--- config.mk ---
export PLATFORM = sky130hd
export DESIGN_NAME = led_shift_chain
export DESIGN_NICKNAME = d
export VERILOG_FILES = /design/src/rtl/led_pkg.sv /design/src/rtl/led_pwm_gen.sv /design/src/rtl/led_shift_chain.sv
export SDC_FILE = /design/constraint.sdc
export NUM_CORES = 1
export LEC_CHECK = 0
export CAP_MARGIN = 5
export CORE_MARGIN = 2
export CORE_UTILIZATION = 50
export CTS_BUF_LIST = sky130_fd_sc_hd__clkbuf_4
export CTS_CLUSTER_SIZE = 24
export DETAILED_ROUTE_END_ITERATION = 16
export GPL_ROUTABILITY_DRIVEN = 0
export PLACE_DENSITY = 0.75
export SYNTH_ARGS = -nofsm -noshare
export SYNTH_HDL_FRONTEND = slang
export SYNTH_SLANG_ARGS = --single-unit
--- constraint.sdc ---
create_clock -name SHCP -period 2 [get_ports SHCP]
set_clock_uncertainty 0.2 [all_clocks]
set_input_delay 0.4 -clock SHCP [delete_from_list [all_inputs] [get_ports SHCP]]
set_output_delay 0.4 -clock SHCP [all_outputs]
set_load 0.01 [all_outputs]
--- src/rtl/led_pkg.sv ---
// Shared constants, event encoding and sizing helper for the LED shift chain.
package led_pkg;

  localparam int LED_CHIP_W  = 8;
  localparam int LED_N_CHIPS = 4;
  localparam int LED_PWM_W   = 4;

  // What a single SHCP edge does to the chain, built from {STCP, SHIFT_EN}.
  typedef enum logic [1:0] {
    EV_IDLE  = 2'b00,
    EV_SHIFT = 2'b01,
    EV_LATCH = 2'b10,
    EV_BOTH  = 2'b11
  } led_event_e;

  // Counter width able to hold 0..tot-1, never narrower than one bit.
  function automatic int led_cnt_w(input int tot);
    return (tot < 2) ? 1 : $clog2(tot);
  endfunction

endpackage

--- src/rtl/led_pwm_gen.sv ---
// Global brightness PWM: free-running counter, period-aligned duty capture
// and a registered enable used to gate the whole panel.
module led_pwm_gen
  import led_pkg::*;
#(
  parameter int PWM_W = LED_PWM_W
) (
  input  logic             SHCP,
  input  logic             rst,
  input  logic [PWM_W-1:0] brightness,
  output logic             pwm_on
);

  logic [PWM_W-1:0] pwm_cnt;
  logic [PWM_W-1:0] pwm_cnt_next;
  logic [PWM_W-1:0] brightness_q;
  logic [PWM_W-1:0] brightness_next;
  logic             pwm_on_next;

  // Next counter value, next captured duty (only taken at the period
  // boundary) and the enable as it must look once both have advanced.
  always_comb begin
    pwm_cnt_next    = pwm_cnt + PWM_W'(1);
    brightness_next = (pwm_cnt == '1) ? brightness : brightness_q;
    pwm_on_next     = (brightness_next == '1) || (pwm_cnt_next < brightness_next);
  end

  // Counter, captured duty and enable; reset starts at full brightness.
  always_ff @(posedge SHCP or negedge rst) begin
    if (!rst) begin
      pwm_cnt      <= '0;
      brightness_q <= '1;
      pwm_on       <= 1'b1;
    end else begin
      pwm_cnt      <= pwm_cnt_next;
      brightness_q <= brightness_next;
      pwm_on       <= pwm_on_next;
    end
  end

endmodule

--- src/rtl/led_shift_chain.sv ---
// Cascade of N_CHIPS 595-style stages: serial shift register, output latch,
// frame bit counter with completion pulse, cascade output and PWM blanking.
module led_shift_chain
  import led_pkg::*;
#(
  parameter int N_CHIPS = LED_N_CHIPS,
  parameter int CHIP_W  = LED_CHIP_W,
  parameter int PWM_W   = LED_PWM_W
) (
  input  logic                                   SHCP,
  input  logic                                   rst,
  input  logic                                   DS,
  input  logic                                   SHIFT_EN,
  input  logic                                   STCP,
  input  logic                                   OE,
  input  logic [PWM_W-1:0]                       brightness,
  output logic [N_CHIPS*CHIP_W-1:0]              out,
  output logic                                   Q7S,
  output logic [led_cnt_w(N_CHIPS*CHIP_W)-1:0]   bit_cnt,
  output logic                                   frame_full
);

  localparam int TOT   = N_CHIPS * CHIP_W;
  localparam int CNT_W = led_cnt_w(TOT);
  localparam logic [CNT_W-1:0] LAST_BIT = CNT_W'(TOT - 1);

  logic [TOT-1:0] shift_reg;
  logic [TOT-1:0] latch_reg;
  logic           pwm_on;
  led_event_e     ev;

  led_pwm_gen #(
    .PWM_W(PWM_W)
  ) u_pwm (
    .SHCP      (SHCP),
    .rst       (rst),
    .brightness(brightness),
    .pwm_on    (pwm_on)
  );

  // Classify the current edge from the two strobes.
  always_comb begin
    ev = led_event_e'({STCP, SHIFT_EN});
  end

  // Shift register and latch; the latch always sees the pre-shift contents
  // because both registers update on the same edge.
  always_ff @(posedge SHCP or negedge rst) begin
    if (!rst) begin
      shift_reg <= '0;
      latch_reg <= '0;
    end else begin
      if (STCP) begin
        latch_reg <= shift_reg;
      end
      if (SHIFT_EN) begin
        shift_reg <= TOT'({shift_reg, DS});
      end
    end
  end

  // Frame bit counter; a latch restarts the frame (counting the bit shifted
  // on the same edge), and only a wrap caused by shifting raises frame_full.
  always_ff @(posedge SHCP or negedge rst) begin
    if (!rst) begin
      bit_cnt    <= '0;
      frame_full <= 1'b0;
    end else begin
      frame_full <= 1'b0;
      case (ev)
        EV_SHIFT: begin
          if (bit_cnt == LAST_BIT) begin
            bit_cnt    <= '0;
            frame_full <= 1'b1;
          end else begin
            bit_cnt <= bit_cnt + CNT_W'(1);
          end
        end
        EV_LATCH: bit_cnt <= '0;
        EV_BOTH:  bit_cnt <= CNT_W'(1);
        default:  bit_cnt <= bit_cnt;
      endcase
    end
  end

  assign Q7S = shift_reg[TOT-1];
  assign out = (!OE && pwm_on) ? latch_reg : '0;

endmodule

==> reports/metrics.cfg <==
[global_routing]
grt_max_degree=39
grt_pass1_vias=2132
grt_pass1_wl_um=10400
grt_overflow=0
use_met1_pct=24.7
antenna_found_initial=0
track_usage_pct=18.9
met3_usage_pct=3.31
gr-max-usage-layer=met2
use_met2_pct=31.0

[drt]
first_pass_iters=4
vias=2055
routed_via_density=5.16
first_iter_violations=104
wl_um=6220
post-route-drc-count=0
ant_nets=0
routedWlPerCell_um=15.6

[power_and_ir_drop]
power_uw=4550
switchingPower_uw=1230
pwr-share-seq_pct=53.4
pwr-share-comb_pct=27.5
power_density_nw_per_um2=1020
ir_drop_v=0.000650
p_int_uw=3320
pwr-share-clk_pct=19.1
p_leak_uw=0.00218
switching_share_pct=27.0

[critical_path]
criticalPathCategory=register to primary output
r2r-end=u_pwm.pwm_on
arrival_ps=1750
crit_path_end=out[2]
setup.worst_path.start=u_pwm.pwm_on
cp-start-kind=register
r2r_cells=7
crit_fanout=5
reg2reg_from=u_pwm.pwm_cnt[1]
critPathCaptureType=primary output
rrSetupSlack_ps=-150
cp.required_ps=1400

[run]
cap_viol_max_count=0

[timing]
max-slew-margin-rel_pct=76.4
setup_viol=33
finalWorstSetupSlack_ps=-349
worst_slew_pin_slew_ps=354
drv_slew=0
period_needed_ps=2350
fin_crit_sh_pct=117
grt_setup_unrepaired=yes
hold_viol_final=0
fmax_ghz=0.426

[hold_path]
hp-class=input port to register
hold_depth=4

[die]
fp.coreArea_um2=6390
ioPinCount=49
die_w_um=85.4
rows=29
dieHeight_um=85.4
start_util_pct=51.9
dieArea_um2=7300

[finish]
nNetsFinal=333
drive_gt1_share_pct=59.2
filler_cell_count=477
antenna_cells=0
fin_area_um2=4450
area_growth_syn_to_layout_pct=34.3

[place]
placed_area_um2=4000
io_buffers=48
hpwlAfterDp_um=3870

[synthesis]
synth_seq_cells=79
synth_edf_count=0
synth-seq-area-share_pct=59.8
netlist.top_cell.by_area=dfrtp_1
async_flop_share_pct=100
synth_area_leaders=dfrtp_1, mux2_2, and2_1
ys_types=31
yosysMostFrequentCell=dfrtp_1
synth_fp_nets=252
synth_flop_cell=dfrtp_1
syn_avg_cell_area_um2=14.0
syn_inst=236
ys_top_cells_by_count=dfrtp_1, mux2_2, and2_1
synth_top_area_share_pct=55.8
synth_warnings=0
syn-cell-area_um2=3320

[clock_tree]
clk_latency_ps=400
cts_max_level=3
clock-sinks=79
path_clk_slew_ps=110
clk_path_buf_depth=2
cts_tree=built
cts_buffers=9
cts_root_buf=clkbuf_4

[status]
status=finished, violations left
violations=negative setup slack

-- cell families (layout without fill, tap and decap cells) --
family	count (synthesis)	in the layout	synth area share, %
mux	70	70	23.7
buf+inv	16	101	2.26
simple gates	52	52	9.28
compound gates	11	11	2.15
xor+xnor	2	2	0.528
fa+ha+maj	6	6	2.26
flops	79	79	59.8
-- power by group through the flow --
stage / combinational, uW / clock [uW] / sequential, uW
2_1_floorplan: 686 / 0 / 2330
3_3_place_gp: 1040 / 0 / 2430
3_5_place_dp: 1080 / 0 / 2450
4_1_cts: 1120 / 908 / 2420
5_1_grt: 1360 / 977 / 2510
6_report: 1250 / 870 / 2430
-- worst min-delay path by stage --
stage | startpoint | end | slack (ps)
2_1_floorplan | rst | bit_cnt[0] | -100
4_1_cts | SHIFT_EN | bit_cnt[1] | 80
3_5_place_dp | rst | bit_cnt[3] | 130
5_1_grt | SHIFT_EN | bit_cnt[1] | 100
6_report | SHIFT_EN | bit_cnt[1] | 100
3_3_place_gp | rst | bit_cnt[3] | 130
-- layout by cell type, fill, tap and decap left out, drive strengths merged, types with 3 or more instances in the layout --
| cell | n |
|---|---|
| dfrtp | 74 |
| buf | 67 |
| mux2 | 65 |
| and2 | 32 |
| clkbuf | 9 |
| clkdlybuf4s50 | 9 |
| ha | 6 |
| nor2 | 5 |
| dfstp | 5 |
| inv | 5 |
| nand3 | 5 |
| mux2i | 5 |
| clkinv | 5 |
| nand2 | 4 |
| o21ai | 3 |
| a21oi | 3 |
-- cell type report --
type | count | area (um2) | share of cell area (%)
clock buffers | 9 | 67.6 | 1.52
inverters | 5 | 18.8 | 0.421
repair buffers | 81 | 841 | 18.9
well taps | 77 | 96.3 | 2.16
multi-input cells | 141 | 1400 | 31.3
flip-flops and latches | 79 | 1980 | 44.5
clock inverters | 6 | 52.6 | 1.18
-- what timing repair did --
action / 4_1_cts / 5_1_grt
endpoints found under the setup margin: 36 / 37
gates resized for setup: 174 / 44
endpoints found under the hold margin: 24 / 0
hold buffers: 1 / 0
buffers inserted: 12 / 4
cloned: 3 / 0
pin swaps: 25 / 9
-- critical path: stages, from the launching register on --
cell and delay, ps:
dfstp_2 530, nor2b_4 260, buf_6 160, buf_6 90, buf_6 90, and2_4 120
buf_6 90
-- routing by layer --
| layer | wire (um) | vias up |
|---|---|---|
| li1 | - | 983 |
| met1 | 2810 | 1026 |
| met2 | 3110 | 37 |
| met3 | 198 | 9 |
| met4 | 99 | 0 |
| met5 | 0 | - |
-- metrics by stage --
step / util (%) / hold slack, ps / instances / worst slack, ps / TNS [ps]
after detailed placement: 62.7 / 130 / 365 / -443 / -13390
after floorplan: - / -95.6 / 236 / -1.50 / -1.50
final: 69.7 / 103 / 398 / -349 / -8770
after CTS: 66.8 / 83.1 / 396 / -386 / -9560
after global placement: 62.7 / 132 / 365 / -462 / -13960
after global routing: 69.7 / 104 / 398 / -444 / -11890
No activity file was read; power rests on OpenSTA's default activity.
